===== src/rtl/la_pkg.sv =====
// Shared types and constants for the logic-analyser UART readout path.
package la_pkg;

  typedef enum logic [2:0] {
    IDLE  = 3'd0,
    HDR   = 3'd1,
    FETCH = 3'd2,
    WAIT  = 3'd3,
    SEND  = 3'd4,
    CKSUM = 3'd5,
    FIN   = 3'd6
  } la_state_e;

  localparam logic [7:0] HDR_BYTE_DEF = 8'hA5;

  function automatic int clks_per_bit(input int clk_hz, input int baud);
    return clk_hz / baud;
  endfunction

endpackage


===== src/rtl/la_uart_tx_byte.sv =====
// 8N1 byte serializer: accepts a byte on tx_valid & tx_ready and shifts it out
// LSB first between a start and a stop bit, each CLKS_PER_BIT cycles long.
module la_uart_tx_byte import la_pkg::*; #(
  parameter int CLKS_PER_BIT = 434
) (
  input  logic       clk,
  input  logic       rst,
  input  logic       tx_valid,
  input  logic [7:0] tx_data,
  output logic       tx_ready,
  output logic       uart_tx
);

  localparam int CNT_W = $clog2(CLKS_PER_BIT + 1);
  localparam logic [CNT_W-1:0] CNT_LAST = CNT_W'(CLKS_PER_BIT - 1);

  logic             active;
  logic [3:0]       bit_idx;
  logic [CNT_W-1:0] baud_cnt;
  logic [9:0]       frame;

  assign tx_ready = ~active;

  // Bit timing and line driver; uart_tx is driven straight from a flop.
  always_ff @(posedge clk) begin
    if (rst) begin
      active   <= 1'b0;
      bit_idx  <= 4'd0;
      baud_cnt <= '0;
      frame    <= '1;
      uart_tx  <= 1'b1;
    end else if (!active) begin
      if (tx_valid) begin
        active   <= 1'b1;
        bit_idx  <= 4'd0;
        baud_cnt <= '0;
        frame    <= {1'b1, tx_data, 1'b0};
        uart_tx  <= 1'b0;
      end
    end else if (baud_cnt != CNT_LAST) begin
      baud_cnt <= baud_cnt + CNT_W'(1);
    end else begin
      baud_cnt <= '0;
      if (bit_idx == 4'd9) begin
        active  <= 1'b0;
        uart_tx <= 1'b1;
      end else begin
        bit_idx <= bit_idx + 4'd1;
        uart_tx <= frame[bit_idx + 4'd1];
      end
    end
  end

endmodule


===== src/rtl/la_dump_uart.sv =====
// Capture-RAM readout: streams header, RAM[0..dump_len] and a mod-256 checksum
// over the UART, one RAM read per payload byte.
module la_dump_uart import la_pkg::*; #(
  parameter int         CLK_HZ       = 50000000,
  parameter int         BAUD         = 115200,
  parameter int         ADDR_W       = 17,
  parameter logic [7:0] HDR_BYTE     = HDR_BYTE_DEF,
  parameter int         CLKS_PER_BIT = clks_per_bit(CLK_HZ, BAUD)
) (
  input  logic              clk_50M,
  input  logic              rst,
  input  logic              start,
  input  logic              abort,
  input  logic [ADDR_W-1:0] dump_len,
  output logic [ADDR_W-1:0] rd_addr,
  input  logic [7:0]        rd_data,
  output logic              uart_tx,
  output logic              busy,
  output logic              done
);

  la_state_e         state, state_next;
  logic [ADDR_W-1:0] len_q;
  logic [7:0]        checksum;
  logic [7:0]        byte_q;
  logic              sent_q;
  logic              tx_valid;
  logic [7:0]        tx_data;
  logic              tx_ready;
  logic              start_ok;

  assign start_ok = (state == IDLE) && (state_next == HDR);

  // State register.
  always_ff @(posedge clk_50M) begin
    if (rst) begin
      state <= IDLE;
    end else begin
      state <= state_next;
    end
  end

  // Next-state and serializer request; sent_q splits SEND/CKSUM into
  // "hand over the byte" and "wait for it to leave the line".
  always_comb begin
    state_next = state;
    tx_valid   = 1'b0;
    tx_data    = byte_q;
    case (state)
      IDLE: begin
        // done is high in the cycle right after FIN; a start there is dropped
        if (start && !done) begin
          state_next = HDR;
        end else begin
          state_next = IDLE;
        end
      end
      HDR: begin
        tx_valid = 1'b1;
        tx_data  = HDR_BYTE;
        if (tx_ready) begin
          state_next = FETCH;
        end else begin
          state_next = HDR;
        end
      end
      FETCH: state_next = WAIT;
      WAIT:  state_next = SEND;
      SEND: begin
        if (!sent_q) begin
          if (abort) begin
            if (tx_ready) begin
              state_next = FIN;
            end else begin
              state_next = SEND;
            end
          end else begin
            tx_valid = 1'b1;
          end
        end else if (tx_ready) begin
          if (abort) begin
            state_next = FIN;
          end else if (rd_addr == len_q) begin
            state_next = CKSUM;
          end else begin
            state_next = FETCH;
          end
        end else begin
          state_next = SEND;
        end
      end
      CKSUM: begin
        tx_data = checksum;
        if (!sent_q) begin
          tx_valid = 1'b1;
        end else if (tx_ready) begin
          state_next = FIN;
        end else begin
          state_next = CKSUM;
        end
      end
      FIN:     state_next = IDLE;
      default: state_next = IDLE;
    endcase
  end

  // Datapath: address walk, checksum, byte capture and status flags.
  always_ff @(posedge clk_50M) begin
    if (rst) begin
      len_q    <= '0;
      rd_addr  <= '0;
      checksum <= 8'd0;
      byte_q   <= 8'd0;
      sent_q   <= 1'b0;
      busy     <= 1'b0;
      done     <= 1'b0;
    end else begin
      done <= (state == FIN);
      if (state == FIN) begin
        busy <= 1'b0;
      end else if (start_ok) begin
        busy <= 1'b1;
      end
      if (state_next != state) begin
        sent_q <= 1'b0;
      end else if (tx_valid && tx_ready) begin
        sent_q <= 1'b1;
      end
      if (start_ok) begin
        len_q    <= dump_len;
        rd_addr  <= '0;
        checksum <= 8'd0;
      end else if (state == WAIT) begin
        byte_q   <= rd_data;
        checksum <= checksum + rd_data;
      end else if ((state == SEND) && (state_next == FETCH)) begin
        // only reached when rd_addr != len_q, so the address never wraps
        rd_addr <= rd_addr + ADDR_W'(1);
      end
    end
  end

  la_uart_tx_byte #(
    .CLKS_PER_BIT(CLKS_PER_BIT)
  ) u_tx (
    .clk     (clk_50M),
    .rst     (rst),
    .tx_valid(tx_valid),
    .tx_data (tx_data),
    .tx_ready(tx_ready),
    .uart_tx (uart_tx)
  );

endmodule


===== config.mk =====
export PLATFORM = sky130hd
export DESIGN_NAME = la_dump_uart
export DESIGN_NICKNAME = d
export VERILOG_FILES = /design/src/rtl/la_pkg.sv /design/src/rtl/la_uart_tx_byte.sv /design/src/rtl/la_dump_uart.sv
export SDC_FILE = /design/constraint.sdc
export NUM_CORES = 1
export LEC_CHECK = 0
export CELL_PAD_IN_SITES_DETAIL_PLACEMENT = 1
export CELL_PAD_IN_SITES_GLOBAL_PLACEMENT = 2
export CORE_MARGIN = 2
export CORE_UTILIZATION = 33
export CTS_CLUSTER_DIAMETER = 100
export DETAILED_ROUTE_END_ITERATION = 8
export GPL_ROUTABILITY_DRIVEN = 1
export MAX_ROUTING_LAYER = met4
export PLACE_DENSITY = 0.83
export SYNTH_ARGS = -nofsm -noshare
export SYNTH_HDL_FRONTEND = slang
export SYNTH_SLANG_ARGS = --single-unit

===== constraint.sdc =====
create_clock -name clk_50M -period 2.4 [get_ports clk_50M]
set_input_delay 0.48 -clock clk_50M [delete_from_list [all_inputs] [get_ports clk_50M]]
set_output_delay 0.48 -clock clk_50M [all_outputs]
set_load 0.01 [all_outputs]

# --- After elaboration in Yosys (flattened, before gate mapping) ---
# Cells that the tools add are included.
totals:
  out_inout_bits: 20
  regBits: 80
  romBits: 0
  inputBits: 29
  n_memories: 0
  latchBits: 0
  elab_cells: 83
  ramBits: 0
op_classes:
  shift: 0
  n_div: 0
  multipliers: 0
  eq_ne: 14
  n_addsub: 4
  reduce_logical: 15
  magnitude_cmp: 1
  bitwise: 3
  mux: 33
ops:
  columns: ["op", "count"]
  rows:
  - ["$mux 9", 3]
  - ["$mux 3", 6]
  - ["$pmux 3 s6", 1]
  - ["$add 17x1->17 const B", 1]
  - ["$eq 17x17->1", 1]
  - ["$mux 4", 4]
  - ["$pmux 8 s2", 1]
  - ["$mux 1", 13]
  - ["$add 9x1->9 const B", 1]
  - ["$eq 3x2->1 const B", 3]
  - ["$eq 3x3->1 const B", 3]
  - ["$ne 9x9->1 const B", 1]
  - ["$add 8x8->8", 1]
  - ["$reduce_and 2->1", 4]
  - ["$eq 3x1->1 const B", 2]
  - ["$mux 2", 3]
  - ["$reduce_or 2->1", 3]
  - ["$lt 4x5->1 const B", 1]
  - ["$add 4x1->4 const B", 1]
  - ["$bmux 1 s4", 1]
  - ["$eq 4x4->1 const B", 1]
  - ["$logic_and 1x1->1", 4]
  - ["$ne 2x2->1 const B", 2]
  - ["$logic_not 3->1", 1]
  - ["other kinds (6)", 8]

# --- Longest topological paths before layout ---
logic_depth:
  ltp_word: 10
  depth_mapped: 9
  mapped_depth_nobuf: 9

# --- Hierarchy ---
# From an unflattened synthesis, not the netlist that was laid out.
hier_totals:
  cells_unflattened: 504
  area_unflattened_um2: 4172.8
modules_own_cells:
  columns: ["module", "area_per_inst_um2", "instances", "cells_each", "seq_area_each_um2"]
  rows:
  - ["la_dump_uart", 2946.6, 1, 368, 1121.1]
  - ["la_uart_tx_byte", 1226.2, 1, 136, 480.5]

# --- Worst setup path after synthesis ---
# OpenSTA, ideal clock, no wires.
synth_path:
  kind: "input to register"
  from: "input port rd_data[1]"
  to: "register checksum[7]"
  setup_ps: 70
  arrival_ps: 1919
  n_path_buf: 0
  slack_ps: 410
  stages: 7
  required_time_ps: 2330
  path_cell_list: "ha_1 a21oi_1 o211ai_1 o41a_1 xnor2_1 or3_1 a21oi_1"
synth_via:
  elab_chain_len: 1
synth_rtl:
  columns: ["item", "line_no", "rtl"]
  rows:
  - ["from (decl)", "la_dump_uart.sv:16", "input logic [7:0] rd_data,"]
  - ["$add 8x8->8", "la_dump_uart.sv:135", "checksum <= checksum + rd_data;"]
  - ["to (signal assigned)", "la_dump_uart.sv:135", null]
  - ["to (decl)", "la_dump_uart.sv:24", "logic [7:0] checksum;"]
# No other way between the ends.
# A chain may end at the register's enable or synchronous reset.

# --- Worst setup path in the final report ---
# Same ends and word-level chain as after synthesis.

==> impl_metrics.csv <==
group,metric,value,unit
power_and_ir_drop,p_total,3.522,mW
power_and_ir_drop,p_clk_frac,0.451,
power_and_ir_drop,cellPowerDensity,674.5,mW/mm2
detailed_routing,firstDrtPassIters,4,
detailed_routing,routed.top_layer,"met4",
worst_setup_path,crit_slowest_cell,"clkdlybuf4s50_1",
power_and_ir_drop,power.net_switching,904.7,uW
clocking,htree_levels,3,
place,gp_congestion,0.8229,
timing,max_slew_margin,0.5739,
cells_and_area,fin_area,0.005221,mm2
yosys,yosysMostFrequentCell,"nand2_1",
power_and_ir_drop,p_comb_frac,0.139,
timing,skew,4.863,ps
place,placedInstanceArea,0.004885,mm2
timing,rsz0062_at_grt,"false",
yosys,synthFlopType,"dfxtp_1",
clocking,cts-root-buf,"clkbuf_16",
worst_setup_path,critPathMaxFanout,2,
die,die_x,116.0,um
place,portBuffers,48,
worst_setup_path,path_delay_family,"compound AO/OA/AOI/OAI gates",
timing,fmax,448.6,MHz
yosys,synth_edf_count,0,
worst_setup_path,endpoint_kind,"register",
yosys,ys_seq_elements,80,
yosys,synth.area.top_cells,"dfxtp_1, nand2_1, a21oi_1",
yosys,synth.distinct_cells,54,
die,coreArea,0.01211,mm2
worst_setup_path,crit_required,2680,ps
clocking,clk_path_buf_depth,2,
cells_and_area,n_antenna_cell,0,
detailed_routing,drtIter0Drc,172,
grt,grt_remaining_overflow,0,
grt,grt_pass1_wl,20060,um
timing,hold_violations,0,
detailed_routing,wl_met2,5986,um
detailed_routing,wl_met1,5277,um
power_and_ir_drop,ir_drop,351.4,uV
cells_and_area,finish.utilization,0.4311,
die,io_pins,49,
timing,drv_slew,0,
clocking,clock-sinks,80,
power_and_ir_drop,seqPwrFrac,0.411,
die,die_h,116.0,um
die,initial_core_util,0.3417,
worst_setup_path,cp_data_arrival_time,2510,ps
detailed_routing,ant_nets,0,
detailed_routing,drc,0,
place,hpwl,8709,um
timing,hold_ws,459.4,ps
yosys,yosysSeqAreaShare,0.3869,
power_and_ir_drop,netSwitchingFraction,0.2569,
clocking,hold_buffers,0,
worst_setup_path,max_stage_delay,440,ps
yosys,syn_avg_cell_area,8.052,um2
worst_setup_path,crit_path_start_kind,"primary input",
worst_setup_path,worst-path-buf-inv,1,
detailed_routing,wl_met3,421,um
power_and_ir_drop,power.internal,2.617,mW
grt,grt_use_total,0.1971,
clocking,numCtsBuffers,9,
die,die_area,0.01345,mm2
worst_setup_path,path_cells,"clkdlybuf4s50_1 > ha_1 > a21oi_1 > o211ai_1 > o41a_1 > xnor2_1 > or3_1 > a21oi_1",
detailed_routing,via_per_inst,5.313,
grt,grt_max_degree,38,
flow_run,max_cap_violations,0,
timing,min_period,2229,ps
worst_hold_path,hp-class,"register to register",
yosys,yosysWarnings,0,
detailed_routing,totalWireLength,11930,um
outcome,status,"finished, final reports clean",
yosys,synthCells,514,
yosys,synth_top_area_share,0.3869,
cells_and_area,area_growth,26.15,%
worst_setup_path,cp_common_cell,"a21oi_1",
clocking,path_clk_slew,60,ps
clocking,postCtsResizedCells,0,
yosys,async_flop_share,0,
timing,fin_crit_sh,0.9287,
timing,worstMarginPinSlew,636.8,ps
yosys,syn-num-nets,556,
cells_and_area,fin_nets,608,
yosys,synth_common_cells,"nand2_1, dfxtp_1, a21oi_1, nor2_1, nand3_1",
power_and_ir_drop,p_leak,1.946,nW
worst_setup_path,critPathKind,"primary input to register",
timing,tns,0,ps
timing,finalSetupViolations,0,
clocking,post_cts_buffers,0,
detailed_routing,wire_per_inst,16.15,um
grt,grt_pass1_vias,4016,
detailed_routing,dr_total_vias,3926,
clocking,cts_tree,"built",
cells_and_area,layout-drive-gt1-share,0.08757,
grt,antenna_found_initial,0,
clocking,clock_latency,350,ps
die,rows,40,
yosys,synth.cell_area,0.004139,mm2
yosys,synth_top_area_cell,"dfxtp_1",
[power by group through the flow]
stage / combinational [mW] / sequential [mW] / clock [mW]
5_1_grt: 0.550 / 1.45 / 1.68
6_report: 0.488 / 1.45 / 1.59
4_1_cts: 0.497 / 1.45 / 1.62
3_5_place_dp: 0.492 / 1.48 / 0
3_3_place_gp: 0.475 / 1.47 / 0
2_1_floorplan: 0.326 / 1.45 / 0
[cells in the final DEF, fill, tap and decap left out, types with 3 or more instances in the layout]
cell type and n:
clkbuf_16 9, and3_1 5, nor2b_1 7, nand3b_1 3, a21oi_1 58, nand3_1 24, o31ai_1 5, a211o_1 8
bufinv_16 3, buf_4 24, ha_1 12, a311oi_1 3, or3_1 14, or4_1 7, nand2_1 84, clkdlybuf4s50_1 47
xnor2_1 6, nor3b_1 8, o21ai_0 18, nand4_1 8, xor2_1 16, inv_1 12, nor3_1 12, nor4_1 3
o211ai_1 5, a31oi_1 3, nand2b_1 6, dfxtp_1 80, nor2_1 36, mux2i_1 7, a21o_1 3
[sequential cells by signal (all words and copies together) (netlist names), 3 cells and up]
name / flops
u_tx.frame: 9
rd_addr: 17
state: 3
byte_q: 8
checksum: 8
len_q: 17
u_tx.bit_idx: 4
u_tx.baud_cnt: 9
[worst register-to-register path: stages (launching register included)]
cell and delay, ps:
dfxtp_1 410, and2b_1 320, and3b_1 210, and3_1 230, nand4_4 170, or4_1 440
a21oi_1 160
[through the flow]
step | cells | setup WS, ps
2_1_floorplan | 514 | 410.4
3_3_place_gp | 723 | -141.4
3_5_place_dp | 723 | -163.1
4_1_cts | 739 | 183.7
5_1_grt | 739 | 17.18
6_report | 739 | 171.0
[kinds of logic after synthesis]
group | Yosys count | synth area share
flip-flops | 80 | 0.3869
AO/OA/AOI/OAI | 115 | 0.1684
buffers and inverters | 44 | 0.04474
multiplexers | 9 | 0.02781
XOR/XNOR | 22 | 0.04655
AND/OR/NAND/NOR | 231 | 0.2845
adder cells (fa/ha/maj) | 13 | 0.04111
[layer usage]
layer  vias to the layer above  global-route usage
met5                         -                   -
met4                         0             0.07619
met3                        17             0.03452
met2                        65              0.3384
met1                      1924              0.2294
li1                       1920                   -
[cell type report]
class | count | area (um2)
clock buffer | 10 | 229.0
clock inverter | 6 | 107.6
fill | 1485 | 6890
inverter | 12 | 45.04
multi-input combinational | 390 | 2352
sequential | 80 | 1602
tap | 168 | 210.2
timing repair buffer | 73 | 675.6
[path summary, 6_finish.rpt]
kind,cells after the start,slack [ps],startpoint,endpoint
max,8,170,rd_data[1],checksum[7]
min,2,460,byte_q[1],byte_q[1]
max reg2reg,6,380,state[0],rd_addr[13]
min reg2reg,2,460,byte_q[1],byte_q[1]
Power figures use the tool's default switching activity.
